**src/rtl/cim_row_seq.sv**
```systemverilog
// Clocked wordline sequencer for the CIM SRAM macro: WRITE/READ single pulse, bit-serial MAC planes.
// Optional MAC zero-plane skipping is enabled by defining CIM_ROW_ZSKIP_EN (adds the bit_skip port).
module cim_row_seq #(
  parameter int ADDR_W    = 2,
  parameter int IN_BITS   = 4,
  parameter int PULSE_CYC = 2,
  parameter int PRE_CYC   = 1,
  localparam int ROWS  = 2**ADDR_W,
  localparam int BIT_W = (IN_BITS > 1) ? $clog2(IN_BITS) : 1
) (
  input  logic                    clk,
  input  logic                    rst_n,
  input  logic                    CS,
  input  logic                    op_valid,
  output logic                    op_ready,
  input  logic                    MAC_en,
  input  logic                    read_bar,
  input  logic                    w_en,
  input  logic [ADDR_W-1:0]       addr,
  input  logic [ROWS*IN_BITS-1:0] data,
  output logic [ROWS-1:0]         WL,
  output logic [ROWS-1:0]         WLB,
  output logic                    bit_valid,
  output logic [BIT_W-1:0]        bit_idx,
  output logic                    done,
  output logic                    err
`ifdef CIM_ROW_ZSKIP_EN
  ,output logic                   bit_skip
`endif
);

  typedef enum logic [1:0] {S_IDLE, S_PULSE, S_GAP, S_DONE} state_t;
  typedef enum logic [1:0] {M_WRITE, M_READ, M_MAC, M_ILLEGAL} mode_t;

  localparam int CNT_MAX = (PULSE_CYC > PRE_CYC) ? PULSE_CYC : PRE_CYC;
  localparam int CNT_W   = $clog2(CNT_MAX + 1);

  state_t                  state_q, state_d;
  mode_t                   mode_q, mode_d;
  logic [ADDR_W-1:0]       addr_q, addr_d;
  logic [ROWS*IN_BITS-1:0] data_q, data_d;
  logic [BIT_W-1:0]        bit_idx_q, bit_idx_d;
  logic [CNT_W-1:0]        cnt_q, cnt_d;
  logic [ROWS-1:0]         wl_q, wl_d;
  logic                    err_q, err_d;

  logic accept;
  logic last_plane;
  logic plane_skip;

  // Bit `idx` of every row's input word, i.e. one MAC bit plane across the rows.
  function automatic logic [ROWS-1:0] plane_of(input logic [ROWS*IN_BITS-1:0] d,
                                               input logic [BIT_W-1:0] idx);
    logic [ROWS-1:0]    p;
    logic [IN_BITS-1:0] word;
    p = '0;
    for (int r = 0; r < ROWS; r++) begin
      word = d[r*IN_BITS +: IN_BITS];
      p[r] = word[idx];
    end
    return p;
  endfunction

  function automatic mode_t decode(input logic mac, input logic we, input logic rb);
    if ((mac && we) || (we && !rb)) return M_ILLEGAL;
    if (mac) return M_MAC;
    if (we)  return M_WRITE;
    if (!rb) return M_READ;
    return M_ILLEGAL;
  endfunction

  assign op_ready   = (state_q == S_IDLE);
  assign accept     = op_valid && CS && op_ready;
  assign last_plane = (bit_idx_q == '0);

`ifdef CIM_ROW_ZSKIP_EN
  logic [ROWS-1:0] cur_plane;
  assign cur_plane  = plane_of(data_q, bit_idx_q);
  assign plane_skip = (mode_q == M_MAC) && (cur_plane == '0);
  assign bit_skip   = (state_q == S_PULSE) && plane_skip;
`else
  assign plane_skip = 1'b0;
`endif

  always_comb begin
    state_d   = state_q;
    mode_d    = mode_q;
    addr_d    = addr_q;
    data_d    = data_q;
    bit_idx_d = bit_idx_q;
    cnt_d     = cnt_q;
    err_d     = err_q;
    case (state_q)
      S_IDLE: begin
        if (accept) begin
          mode_d    = decode(MAC_en, w_en, read_bar);
          addr_d    = addr;
          data_d    = data;
          cnt_d     = '0;
          bit_idx_d = (mode_d == M_MAC) ? BIT_W'(IN_BITS - 1) : '0;
          if (mode_d == M_ILLEGAL) begin
            state_d = S_DONE;
            err_d   = 1'b1;
          end else begin
            state_d = S_PULSE;
            err_d   = 1'b0;
          end
        end
      end
      S_PULSE: begin
        // A skipped plane takes one PULSE cycle and goes straight to the next plane.
        if (plane_skip) begin
          cnt_d = '0;
          if (last_plane) begin
            state_d = S_DONE;
          end else begin
            bit_idx_d = bit_idx_q - BIT_W'(1);
          end
        end else if (cnt_q == CNT_W'(PULSE_CYC - 1)) begin
          state_d = S_GAP;
          cnt_d   = '0;
        end else begin
          cnt_d = cnt_q + CNT_W'(1);
        end
      end
      S_GAP: begin
        if (cnt_q == CNT_W'(PRE_CYC - 1)) begin
          cnt_d = '0;
          if ((mode_q == M_MAC) && !last_plane) begin
            state_d   = S_PULSE;
            bit_idx_d = bit_idx_q - BIT_W'(1);
          end else begin
            state_d = S_DONE;
          end
        end else begin
          cnt_d = cnt_q + CNT_W'(1);
        end
      end
      S_DONE:  state_d = S_IDLE;
      default: state_d = S_IDLE;
    endcase

    // WL is computed from next-state values so the registered output lines up with PULSE.
    wl_d = '0;
    if (state_d == S_PULSE) begin
      if (mode_d == M_MAC) wl_d = plane_of(data_d, bit_idx_d);
      else                 wl_d[addr_d] = 1'b1;
    end
  end

  always_ff @(posedge clk or negedge rst_n) begin
    if (!rst_n) begin
      state_q   <= S_IDLE;
      mode_q    <= M_WRITE;
      addr_q    <= '0;
      data_q    <= '0;
      bit_idx_q <= '0;
      cnt_q     <= '0;
      wl_q      <= '0;
      err_q     <= 1'b0;
    end else begin
      state_q   <= state_d;
      mode_q    <= mode_d;
      addr_q    <= addr_d;
      data_q    <= data_d;
      bit_idx_q <= bit_idx_d;
      cnt_q     <= cnt_d;
      wl_q      <= wl_d;
      err_q     <= err_d;
    end
  end

  assign WL        = wl_q;
  assign WLB       = ~wl_q;
  assign bit_idx   = bit_idx_q;
  assign done      = (state_q == S_DONE);
  assign err       = err_q;
  assign bit_valid = (state_q == S_PULSE) && (mode_q == M_MAC) &&
                     (plane_skip || (cnt_q == CNT_W'(PULSE_CYC - 1)));

endmodule

```
**config.mk**
```make
export PLATFORM = sky130hd
export DESIGN_NAME = cim_row_seq
export DESIGN_NICKNAME = d
export VERILOG_FILES = /design/src/rtl/cim_row_seq.sv
export SDC_FILE = /design/constraint.sdc
export NUM_CORES = 1
export LEC_CHECK = 0
export CAP_MARGIN = 5
export CELL_PAD_IN_SITES_DETAIL_PLACEMENT = 2
export CELL_PAD_IN_SITES_GLOBAL_PLACEMENT = 2
export CORE_MARGIN = 4
export CORE_UTILIZATION = 25
export CTS_CLUSTER_DIAMETER = 200
export DETAILED_ROUTE_END_ITERATION = 12
export PLACE_DENSITY = 0.73
export SLEW_MARGIN = 40
export SYNTH_ARGS = -nofsm -noshare
export SYNTH_HDL_FRONTEND = slang
export SYNTH_SLANG_ARGS = --single-unit
```
**constraint.sdc**
```tcl
create_clock -name clk -period 3.85 [get_ports clk]
set_clock_uncertainty 0.15 [all_clocks]
set_input_delay 0.77 -clock clk [delete_from_list [all_inputs] [get_ports clk]]
set_output_delay 0.77 -clock clk [all_outputs]
set_load 0.02 [all_outputs]
```
=== Word-level counts from Yosys, hierarchy flattened ===
Index checks and enable logic that the tools add are counted.

* Flip-flop bits (word level): 31
* Input port bits: 25
* Output and inout port bits: 14
* Logic and storage cells: 103

* Add/sub/neg operators: 2
* Magnitude comparators: 3
* Equal/unequal tests: 10
* Mux-type cells: 62
* Bitwise gates (word level): 1
* Reductions and logical operators: 17

{| class="wikitable"
|+ Operators by type and width
! operator !! number
|-
| two-way mux 2 bit || 26
|-
| two-way mux 16 bit || 2
|-
| two-way mux 1 bit || 24
|-
| == test 2 bit (second input constant) || 6
|-
| binary-select mux 1 bit (select 2 bit) || 4
|-
| logical AND 1 bit || 8
|-
| two-way mux 4 bit || 2
|-
| case mux 2 bit (4 select lines) || 1
|-
| == test 2 x 1 -> 1 bit (second input constant) || 3
|-
| logical NOT 2 bit || 3
|-
| < comparator 2 x 3 -> 1 bit (second input constant) || 2
|-
| case mux 2 bit (3 select lines) || 1
|-
| NOT 4 bit || 1
|-
| case mux 2 bit (2 select lines) || 1
|-
| AND reduction 2 bit || 2
|-
| nonzero test 3 bit || 1
|-
| adder 2 x 1 -> 2 bit (second input constant) || 1
|-
| demux 1 bit (select 2 bit) || 1
|-
| greater-or-equal comparator 2 x 1 -> 1 bit (second input constant) || 1
|-
| logical NOT 1 bit || 2
|-
| inequality test 2 x 1 -> 1 bit (second input constant) || 1
|-
| subtractor 2 x 1 -> 2 bit (second input constant) || 1
|-
| logical OR 1 bit || 1
|}

=== Depth between registers and ports, before layout ===
* Word-level depth: 32
* Depth in mapped cells: 11
* Mapped depth without buffers: 8

=== Least setup slack after synthesis ===
No wires, ideal clock.

* Path kind: reg2reg
* Start point: register bit_idx_q[0] (netlist: bit_idx[0])
* End point: register wl_q[0] (netlist: WL[0])
* Setup time: 0.126 ns
* Arrival time: 2.172 ns
* Data required time: 3.574 ns
* Setup slack: 1.402 ns
* Cell stages (with the launch flop): 9
* Buffers on the path: 0
* Clock period less this slack: 2.448 ns
* Cells stage by stage: dfrtp_1 > inv_1 > ha_1 > and4bb_4 > xnor2_1 > o221ai_4 > mux4_1 > a21oi_1 > nor3_1

* Cells in the longest elaborated chain, start to end: 10
* Elaborated cells on any way between the ends: 16
* Classes of those cells: add/sub (1); eq/ne (1); mux (11); reduce/logical (3)

{| class="wikitable"
|+ Ends and longest elaborated chain
! element !! RTL line !! source
|-
| start: declaration || 42 || <nowiki>logic [BIT_W-1:0] bit_idx_q, bit_idx_d;</nowiki>
|-
| start signal: assignment || 166 || <nowiki>bit_idx_q <= bit_idx_d;</nowiki>
|-
| parallel branches: the longest is 5 deep, another holds subtractor 2 x 1 -> 2 bit || -- ||
|-
| case mux 2 bit (2 select lines) (*) || 93 || <nowiki>case (state_q)</nowiki>
|-
| net bit_idx_d[0] || 42 ||
|-
| binary-select mux 1 bit (select 2 bit) (*) || 59 || <nowiki>p[r] = word[idx];</nowiki>
|-
| two-way mux 1 bit (not written as such) (*) || 59 ||
|-
| two-way mux 4 bit (*) || 146 || <nowiki>if (mode_d == M_MAC) wl_d = plane_of(data_d, bit_idx_d);</nowiki>
|-
| two-way mux 4 bit (*) || 145 || <nowiki>if (state_d == S_PULSE) begin</nowiki>
|-
| net wl_d[0] || 44 || <nowiki>logic [ROWS-1:0] wl_q, wl_d;</nowiki>
|-
| end signal: assignment || 168 || <nowiki>wl_q <= wl_d;</nowiki>
|-
| end: declaration || 44 ||
|}

Mark *: on every way through the listed nets, which the timed path passes. The select of a mux whose other input is x is not followed.
A chain may end at the register's enable or synchronous reset.

=== Worst setup path after layout ===
* Start point: input op_valid
* End point: register wl_q[0] (netlist: WL[0])

* Elaborated cells on any way between the ends: 23
* Classes of those cells: order compare (2); eq/ne (2); mux (16); reduce/logical (3)

{| class="wikitable"
|+ RTL lines
! element !! RTL line !! source
|-
| start: declaration || 14 || <nowiki>input logic op_valid,</nowiki>
|-
| logical AND 1 bit (2 in a row) || 73 || <nowiki>assign accept = op_valid && CS && op_ready;</nowiki>
|-
| two-way mux 2 bit || 95 || <nowiki>if (accept) begin</nowiki>
|-
| case mux 2 bit (2 select lines) || 93 ||
|-
| net bit_idx_d[0] || 42 ||
|-
| binary-select mux 1 bit (select 2 bit) || 59 ||
|-
| two-way mux 1 bit (not written as such) || 59 ||
|-
| two-way mux 4 bit || 146 ||
|-
| two-way mux 4 bit || 145 ||
|-
| net wl_d[0] || 44 ||
|}

The timed path passes the listed nets, and every way through them passes these cells. The select of a mux whose other input is x is not followed.

==> summary.txt <==
Status
  – Status: completed

Critical path
  – Kind of critical path: primary input to flip-flop
  – Worst setup EP type: flip-flop
  – Setup crit start kind: primary input
  – Endpoint arrival time on the critical path: 3.07 ns
  – Standard cell with the maximum stage delay on the critical path: sky130_fd_sc_hd__and3_1
  – Req. time, crit path: 3.86 ns
  – Slowest stage delay, CP: ~0.64 ns
  – Critical path cell sequence: clkdlybuf4s50_1, and3_1, nand2_4, o221ai_4, mux4_1, a21oi_1, nor3_1
  – Max Fanout on Critical Path: 15

Layout
  – Multi-input gate area in the final layout: roughly 850 sq um
  – Final std cells w/o fill: between 200 and 300
  – Sequential cell area: between 700 and 800 sq um
  – Number of antenna repair diodes: 0
  – Final nets: ~260
  – Top library cells by usage in the layout, fill and taps aside: sky130_fd_sc_hd__nand2_1 (54), sky130_fd_sc_hd__clkdlybuf4s50_1 (38), sky130_fd_sc_hd__dfrtp_1 (31)
  – Leading cell type in the layout, fill and taps excluded: sky130_fd_sc_hd__nand2_1
  – Finished layout cell area: about 2300 sq um
  – Total of fill cells in the finished design: 735
  – Share of post-route cells with drive strength above 1: approximately 9.0%
  – Area growth syn-to-layout: 31.4%

Logic synthesis
  – Post-synthesis share of cell area spent on xor and xnor gates: under 10%
  – Count of synthesis-stage warnings from yosys: 0
  – Multiplexer fraction of the synthesized cell area: under 10%
  – Number of instances in the synthesized netlist: around 180
  – Combinational family with the most area after synthesis: simple AND/OR/NAND/NOR gates
  – Arithmetic-cell share of the synthesized area counting full adders, half adders and majority gates: around 6.5%
  – Total nets after synthesis: roughly 210
  – Share of the synthesized area in compound gates (AO/OA/AOI/OAI): between 10% and 20%
  – Portion of the post-synthesis area used by sequential elements: 45.0%
  – Average cell area after synthesis: between 9 and 10 sq um
  – Synth Cell Area: 1720 sq um
  – Post-synthesis simple-gate area fraction: 20.6%
  – Synthesis-stage register bit count: 31
  – Synth unique cells: 37

Detailed routing
  – Residual DRC: 0
  – Via/cell ratio: 4.82
  – Length of the first detailed-routing pass in iterations: 4
  – Final routed wire length divided by cell count: approximately 16 um
  – Count of routing violations after the opening detailed-route iteration: between 70 and 80
  – Post-DRT Antenna Nets: 0
  – DR vias: 1441
  – Routed wire length: 4700 um

STA
  – Final setup violating endpoints: 0
  – Number of endpoints with negative hold slack in the final report: 0
  – Setup repair after global routing missed its margin: false
  – Transition time at the pin with the least slew margin: between 0.7 and 0.8 ns
  – Highest attainable clock frequency: ~0.33 GHz
  – Worst hold-check slack: about 0.33 ns
  – Minimum clock period after layout: between 3 and 4 ns
  – Final setup TNS: 0 ns
  – Relative slew slack: 52.0%
  – Number of pins with negative max-slew slack in the final report: 0
  – Fin crit share: roughly four fifths

CTS
  – TritonCTS clock tree: done
  – Worst skew pair latency: slightly below 0.3 ns
  – Root Driver: sky130_fd_sc_hd__clkbuf_8
  – Clk sinks: 31
  – H-tree depth: 2
  – Number of clock buffers inserted by TritonCTS: 5
  – Clock transition at the registers of the reported paths: around 0.07 ns
  – Post_cts resized: 0
  – CTS Hold Bufs: 0
  – Max clock buf depth: 2
  – Number of setup buffers added after CTS: 0

Global routing
  – Antenna violations before repair: 0
  – Number of global-route vias before repair: 1572
  – Remaining global-route overflow: 0
  – Pin count of the biggest net entering global routing: 32
  – GRT Util Overall: approximately an eighth
  – Wire length of the first global-routing pass: between 7000 and 8000 um

Power and ir drop
  – Max IR drop VDD: about 0.00017 V
  – Cell Pwr Density: 760 nW/um^2
  – Static Leakage: approximately 1.0 nW

Placement
  – Final HPWL DP: around 3600 um
  – Number of buffers added on ports: 38
  – Global placement routability congestion: roughly 0.74
  – DP Cell Count: between 200 and 300
  – Instance area after placement: between 2000 and 2500 sq um

Floorplanning
  – DIE HEIGHT: just over 90 um
  – Width of the die: slightly above 90 um
  – Starting Density: between 20% and 30%
  – Die footprint: about 8300 sq um
  – Total number of placement rows: 29
  – Standard cell core area: 6530 sq um
  – Number of placed I/O pins: 39

Flow run
  – Max-cap viol count: 0

Hold path
  – Worst hold-check path type: flip-flop to flip-flop
[where the power goes]
| group | switching [mW] | internal (mW) |
|---|---|---|
| clock | 0.120 | 0.127 |
| combinational | 0.502 | 0.417 |
| sequential | 0.0834 | 0.474 |
[worst paths after layout]
kind / endpoint / start / slack (ns) / cells past startpoint
setup / recovery: WL[0] / op_valid / 0.79 / 7
hold / removal: data_q[6] / data_q[6] / 0.33 / 2
setup reg to reg: WL[0] / state_q[1] / 0.83 / 8
hold reg to reg: data_q[6] / data_q[6] / 0.33 / 2
max in group asynchronous: bit_idx[1] / rst_n / 2.50 / 2
min in group asynchronous: err / rst_n / 0.74 / 2
[per-stage QoR]
step | power [mW] | utilization [%] | worst slack (ns)
5_1_grt | 1.87 | 34.7 | 0.585
6_report | 1.72 | 34.7 | 0.793
4_1_cts | 1.76 | 34.7 | 0.770
3_3_place_gp | 1.46 | 33.4 | 0.592
3_5_place_dp | 1.49 | 33.4 | 0.497
2_1_floorplan | 1.16 | - | 1.40
[cell type report]
cell class / count / share of cell area, %
sequential: 31 / 34.3
tap: 77 / 4.25
timing repair buffer: 41 / 17.8
clock buffer: 7 / 3.37
inverter: 15 / 2.49
multi-input combinational: 127 / 37.6
clock inverter: 1 / 0.221
[worst max-delay path, delay by kind of cell]
kind / cells / cell delay [ns]
simple gates: 3 / 0.85
mux: 1 / 0.61
buf+inv: 1 / 0.50
compound gates: 2 / 0.31
[layer usage]
| layer | share of wire [%] | track usage (%) | wire length [um] |
|---|---|---|---|
| met1 | 49 | 15.9 | 2290 |
| met2 | 46 | 19.4 | 2150 |
| met3 | 4.5 | 3.39 | 210 |
| met4 | 1.0 | 3.39 | 47 |
| met5 | 0 | 0 | 0 |
[registers in the layout, indices dropped and copies added, names as in the netlist]
name     cells
WL           4
addr_q       2
bit_idx      2
cnt_q        2
data_q      16
err          1
mode_q       2
state_q      2
[cell families (layout without fill, tap and decap cells)]
kind of cell    after synthesis  count (layout)
mux                           9               9
xor+xnor                      3               3
buf+inv                      21              64
fa+ha+maj                     9               9
compound gates               29              29
simple gates                 77              77
flops                        31              31
[cells in the mapped netlist (all sizes together)]
| library cell | count | area [sq um] |
|---|---|---|
| or2 | 1 | 8.76 |
| ha | 9 | 113 |
| a2111oi | 1 | 15.0 |
| nor2 | 3 | 11.3 |
| a22o | 1 | 8.76 |
| and4bb | 1 | 16.3 |
| clkbuf | 2 | 7.51 |
| and3 | 2 | 12.5 |
| o221ai | 1 | 26.3 |
| xor2 | 1 | 8.76 |
| and4b | 1 | 11.3 |
| nor2b | 2 | 12.5 |
| nand3 | 3 | 15.0 |
| dfrtp | 31 | 776 |
| mux2 | 3 | 37.5 |
| a311oi | 4 | 35.0 |
| o21ai | 10 | 50.1 |
| o31ai | 1 | 7.51 |
| a221o | 1 | 10.0 |
| inv | 15 | 56.3 |
| nor3b | 2 | 15.0 |
| a31oi | 1 | 6.26 |
| buf | 4 | 31.3 |
| a32o | 1 | 10.0 |
| nand2 | 55 | 214 |
| xnor2 | 2 | 17.5 |
| nor3 | 6 | 30.0 |
| mux4 | 3 | 78.8 |
| mux2i | 3 | 30.0 |
| a21oi | 8 | 43.8 |
| nand3b | 1 | 7.51 |
No activity file was read; power rests on OpenSTA's default activity.
==> patch 1: new RTL, same flow settings <==
Register the output `err` once more, without a reset; this adds one clock of latency there. The other outputs are not delayed to match.
--- a/src/rtl/cim_row_seq.sv
+++ b/src/rtl/cim_row_seq.sv
@@ -176,3 +176,5 @@
   assign done      = (state_q == S_DONE);
-  assign err       = err_q;
+  always_ff @(posedge clk) begin
+    err <= err_q;
+  end
   assign bit_valid = (state_q == S_PULSE) && (mode_q == M_MAC) &&
Check against the original RTL: not equivalent (Yosys sat finds a counterexample within 4 cycles, from zero or initial values and one cycle with rst_n low).
==> patch 1 against the unedited design <==
Area after synthesis grew 1.2%. Worst hold slack lost 0.090 ns. Design area rose by 3.6%. Sequential cell count rose by 1. Core utilization fell by 0.14 points. Clock power rose by 33%. Wire length is 1.7% lower. Worst setup slack gained 0.12 ns. Sequential share of layout area decreased by 0.33 points. Sequential power rose by 3%. Register-to-register slack better by 0.12 ns. Critical path depth is the same. Total power is 5.7% higher. Largest power group unchanged.
==> patch 1: results (changes against the unedited design) <==
| Metric | Value |
|---|---|
| Crit Path Max Fanout | 11 (-4) |
| Met1 usage | 0.1592 (+0.0003155) |
| Critical Path AT | 2.95 ns (-0.12 ns) |
| Max reg flops | 16 (unchanged) |
| Post-CTS setup buffer count | 0 (unchanged) |
| Outcome | finished clean |
| Hold crit path type | flop to flop |
| Vias per Instance | 4.503 (-6.6%) |
| First-pass GRT wire length | 8121 um (+1.6%) |
| NumNets Final | 257 (+0.78%) |
| Cell variety after synth | 38 (+2.7%) |
| GP Congestion | 0.7538 (+1.9%) |
| Slowest stage delay, CP | 0.61 ns (-0.03 ns) |
| Fraction of registers with async set/reset | 0.9688 (-0.03125) |
| Slew @ Worst Pin | 0.5610 ns (-0.1588 ns) |
| Vias in the first global route | 1566 (-0.38%) |
| Area fraction in compound gates after synthesis | 0.1220 (-0.001418) |
| Largest register by flop count | data_q |
| Share of cells above drive strength 1 | 0.1027 (+0.01259) |
| Adder-cell share of the synthesized area | 0.06461 (-0.0007507) |
| Placed cells | 312 (+7.2%) |
| Top cells by area, synth | dfrtp_1 (45%), nand2_1 (12%), ha_1 (6.5%) |
| P_sw | 0.7215 mW (+2.4%) |
| Hold path cells | 0 (-2) |
| Slowest stage cell, crit path | mux4_1 |
| Met3 Track Usage GR | 0.02900 (-0.004887) |
| Detailed placer's ending HPWL | 3520 um (-2.6%) |
| Hold Path Sink | err |
| Synthesized area per cell | 9.683 um2 (+0.60%) |
| CTS clock-pin slew for the worst setup and hold paths | 0.07 ns (about the same) |
| DR iter-0 viols | 62 (-13%) |
| Syn nets | 214 (+0.47%) |
| Critical R2R Launch | state_q[1] |
| Peak VDD IR | 151.0 uV (-14%) |
| Hold_sp | err_q |
| Multiplexer share of the synthesized area | 0.08399 (-0.0009759) |
| GRT Total Usage | 0.1223 (+0.001834) |
| DR WL/cell | 14.45 um (-8.1%) |
| Reg2Reg Setup Slack | 0.95 ns (+0.12 ns) |
| Met2 Track Usage GR | 0.1960 (+0.002237) |
| Max clock buf depth | 2 (unchanged) |
| Post-Synth XOR/XNOR Area | 0.01508 (-0.0001752) |
| Diodes inserted | 0 (unchanged) |
| Amount of wire on met3 after detailed routing | 163 um (-22%) |
| Worst-Skew Late Latency | 0.29 ns (about the same) |
| Leak Pwr | 1.045 nW (+2.5%) |
| Sequential area share after synthesis | 0.4566 (+0.006314) |
| M1 wire length | 2228 um (-2.8%) |
-- patch 1: cell count changes in the layout (fill, tap and decap cells not counted), sizes merged --
| cell | unedited run | this run |
|---|---|---|
| dfxtp | 0 | 1 |
| clkinvlp | 0 | 1 |
| bufinv | 0 | 1 |
| clkbuf | 7 | 5 |
| buf | 3 | 4 |
-- patch 1: final cells by class --
type	instances	area (um2)
repair buffers	42	410.4
fillers	753	4448
flip-flops and latches	32	795.8
multi-input cells	127	852.1
clock inverters	3	42.54
well taps	96	120.1
inverters	15	56.30
clock buffers	5	68.82
-- patch 1: cell families after synthesis --
family | Yosys count
and+or+nand+nor | 77
DFF | 32
xor gates and xnor gates | 3
buffers and inverters | 21
AOI/OAI and AO/OA | 29
muxes | 9
adders and majority gates | 9
-- patch 1: metrics by stage --
stage	util	hold WS [ns]	cell area, um2	power (mW)	setup WS (ns)
4_1_cts	0.3453	0.2447	2346	1.855	0.8910
2_1_floorplan	-	0.1978	1743	1.179	1.402
5_1_grt	0.3453	0.2587	2346	1.987	0.6927
6_report	0.3453	0.2359	2346	1.821	0.9151
3_5_place_dp	0.3289	0.2278	2235	1.510	0.5919
3_3_place_gp	0.3289	0.2085	2235	1.473	0.7189
-- patch 1: how the worst max path moves through the flow --
stage	end	slack [ns]	cells past startpoint
final	WL[0]	0.92	7
after global routing	WL[1]	0.69	8
after CTS	WL[0]	0.89	7
after detailed placement	WL[0]	0.59	7
after global placement	WL[3]	0.72	7
after floorplan	WL[0]	1.40	8
-- patch 1: power by group through the flow --
stage	logic, mW	registers [mW]	clock network, mW
after detailed placement	0.929	0.581	0
after CTS	0.937	0.578	0.340
after floorplan	0.585	0.594	0
final	0.920	0.574	0.327
after global routing	1.03	0.600	0.356
after global placement	0.900	0.574	0
==> patch 2: new RTL, same flow settings <==
Without the edit above. The parameter `PULSE_CYC` goes from 2 to 4.
--- a/src/rtl/cim_row_seq.sv
+++ b/src/rtl/cim_row_seq.sv
@@ -5,3 +5,3 @@
   parameter int IN_BITS   = 4,
-  parameter int PULSE_CYC = 2,
+  parameter int PULSE_CYC = 4,
   parameter int PRE_CYC   = 1,
Formal check against the unedited RTL: not equivalent (a bounded check fails within 4 cycles, from zero or initial values and one cycle with rst_n low).
==> patch 2 against the unedited design <==
Total power fell by 1.5%. Area after synthesis rose by 3.2%. Cell count rose by 12%. Design area rose by 5.4%. Synthesized cell count rose by 8.4%. Fmax rose by 7.3%. Die area rose by 2.9%. Via count rose by 4.5%. Count of clock-buffer cells in the layout fell by 2. Wire length rose by 6.5%. Sequential cell count rose by 1. Worst setup slack improved by 0.21 ns. Largest cell class unchanged. Highest routed layer unchanged.
==> patch 2: results (changes against the unedited design) <==
| Metric | Value |
|---|---|
| GRT Total Usage | 0.1298 (+0.009269) |
| Slowest stage cell, crit path | clkdlybuf4s50_1 |
| Signal buffers | 42 (+2.4%) |
| Outcome | finished clean |
| GP Congestion | 0.7320 (-1.0%) |
| Vias | 1506 (+4.5%) |
| Final wirelength | 5007 um (+6.5%) |
| Peak VDD IR | 170.1 uV (-2.7%) |
| Power Total | 1.696 mW (-1.5%) |
| CTS clock-pin slew for the worst setup and hold paths | 0.08 ns |
| Hold_sp | data_q[3] |
| Share of cells above drive strength 1 | 0.08824 (-0.001855) |
| Multi-input combinational area share | 0.3658 (-0.01042) |
| CTS hold repair buffers | 0 (unchanged) |
| Multiplexer share of the synthesized area | 0.04504 (-0.03993) |
| Seq pwr | 0.539 mW (-3%) |
| Final instance area | 2387 um2 (+5.4%) |
| Post-CTS setup buffer count | 0 (unchanged) |
| Cell variety after synth | 40 (+8.1%) |
| Slowest stage delay, CP | 0.60 ns (-0.04 ns) |
| Critical R2R Launch | state_q[0] |
| Placed cells | 326 (+12%) |
| NumNets Final | 272 (+6.7%) |
| Cell family with most CP delay | buffers and inverters |
| Crit Path Max Fanout | 6 (-9) |
| Area fraction in compound gates after synthesis | 0.1330 (+0.009548) |
| Detailed placer's ending HPWL | 3790 um (+4.8%) |
| Root Driver | clkbuf_8 |
| Final-layout clock-cell area share | 0.04665 (+0.01073) |
| Multi-input gate count | 137 (+7.9%) |
| Reg2Reg Setup Slack | 1.23 ns (+0.40 ns) |
| H-Tree Depth | 2 (unchanged) |
| NonClk Buf Share | 0.1719 (-0.005993) |
| Vias per Instance | 4.509 (-6.4%) |
| Sw Share | 0.4123 (+0.003192) |
| Synthesized area per cell | 9.165 um2 (-4.8%) |
| Filler cells | 762 (+3.7%) |
| Largest net degree at the start of global routing | 33 (+3.1%) |
| Adder-cell share of the synthesized area | 0.07037 (+0.005013) |
| Placed Area | 2276 um2 (+4.2%) |
| Reg2reg path depth | 7 (-1) |
| Cells after Synth | 194 (+8.4%) |
| Slew @ Worst Pin | 0.5598 ns (-0.1600 ns) |
| FF+latch count | 32 (+3.2%) |
| Hold Path Sink | data_q[3] |
| Top cells by area, synth | dfrtp_1 (45%), nand2_1 (12%), ha_1 (7.0%) |
| Vias in the first global route | 1666 (+6.0%) |
| Sequential area share after synthesis | 0.4504 (about the same) |
| Register area | 800.8 um2 (+3.2%) |
| DR iter-0 viols | 66 (-7.0%) |
| Commonest cells post-synth | nand2_1 (59), dfrtp_1 (32), inv_1 (18), ha_1 (10), mux2i_1 (8) |
| Syn nets | 229 (+7.5%) |
| Leak Pwr | 1.107 nW (+8.6%) |
| Final Hold Slack | 0.3316 ns (+0.005195 ns) |
| First-pass GRT wire length | 8652 um (+8.2%) |
| Clock power frac | 0.197 (+0.054) |
| Place WS | 0.8171 ns (+0.3200 ns) |
| Post-Synth XOR/XNOR Area | 0.009852 (-0.005398) |
| Non-Clock Inverter Count | 19 (+4) |
| Critical Path AT | 1.93 ns (-1.14 ns) |
patch 2: how the worst max path moves through the flow:
stage                          start   endpoint  slack, ns
after CTS                 state_q[1]  bit_valid       0.96
final                     state_q[1]  bit_valid       1.00
after global routing              CS      WL[3]       0.89
after detailed placement          CS      WL[0]       0.82
after floorplan           state_q[0]      WL[3]       1.68
after global placement          w_en      WL[1]       0.92
patch 2: worst register-to-register path, delay by kind of cell (launching register included):
| family | cells | cell delay, ns |
|---|---|---|
| AOI/OAI and AO/OA | 2 | 0.46 |
| adders and majority gates | 1 | 0.29 |
| buffers and inverters | 1 | 0.14 |
| DFF | 1 | 0.42 |
| and+or+nand+nor | 3 | 1.09 |
patch 2: metal layers:
metal,GRT usage,vias up,part of all wire
met3,0.02762,7,0.035
li1,-,733,-
met2,0.2127,24,0.48
met5,0,-,0
met1,0.1660,742,0.47
met4,0.05198,0,0.019
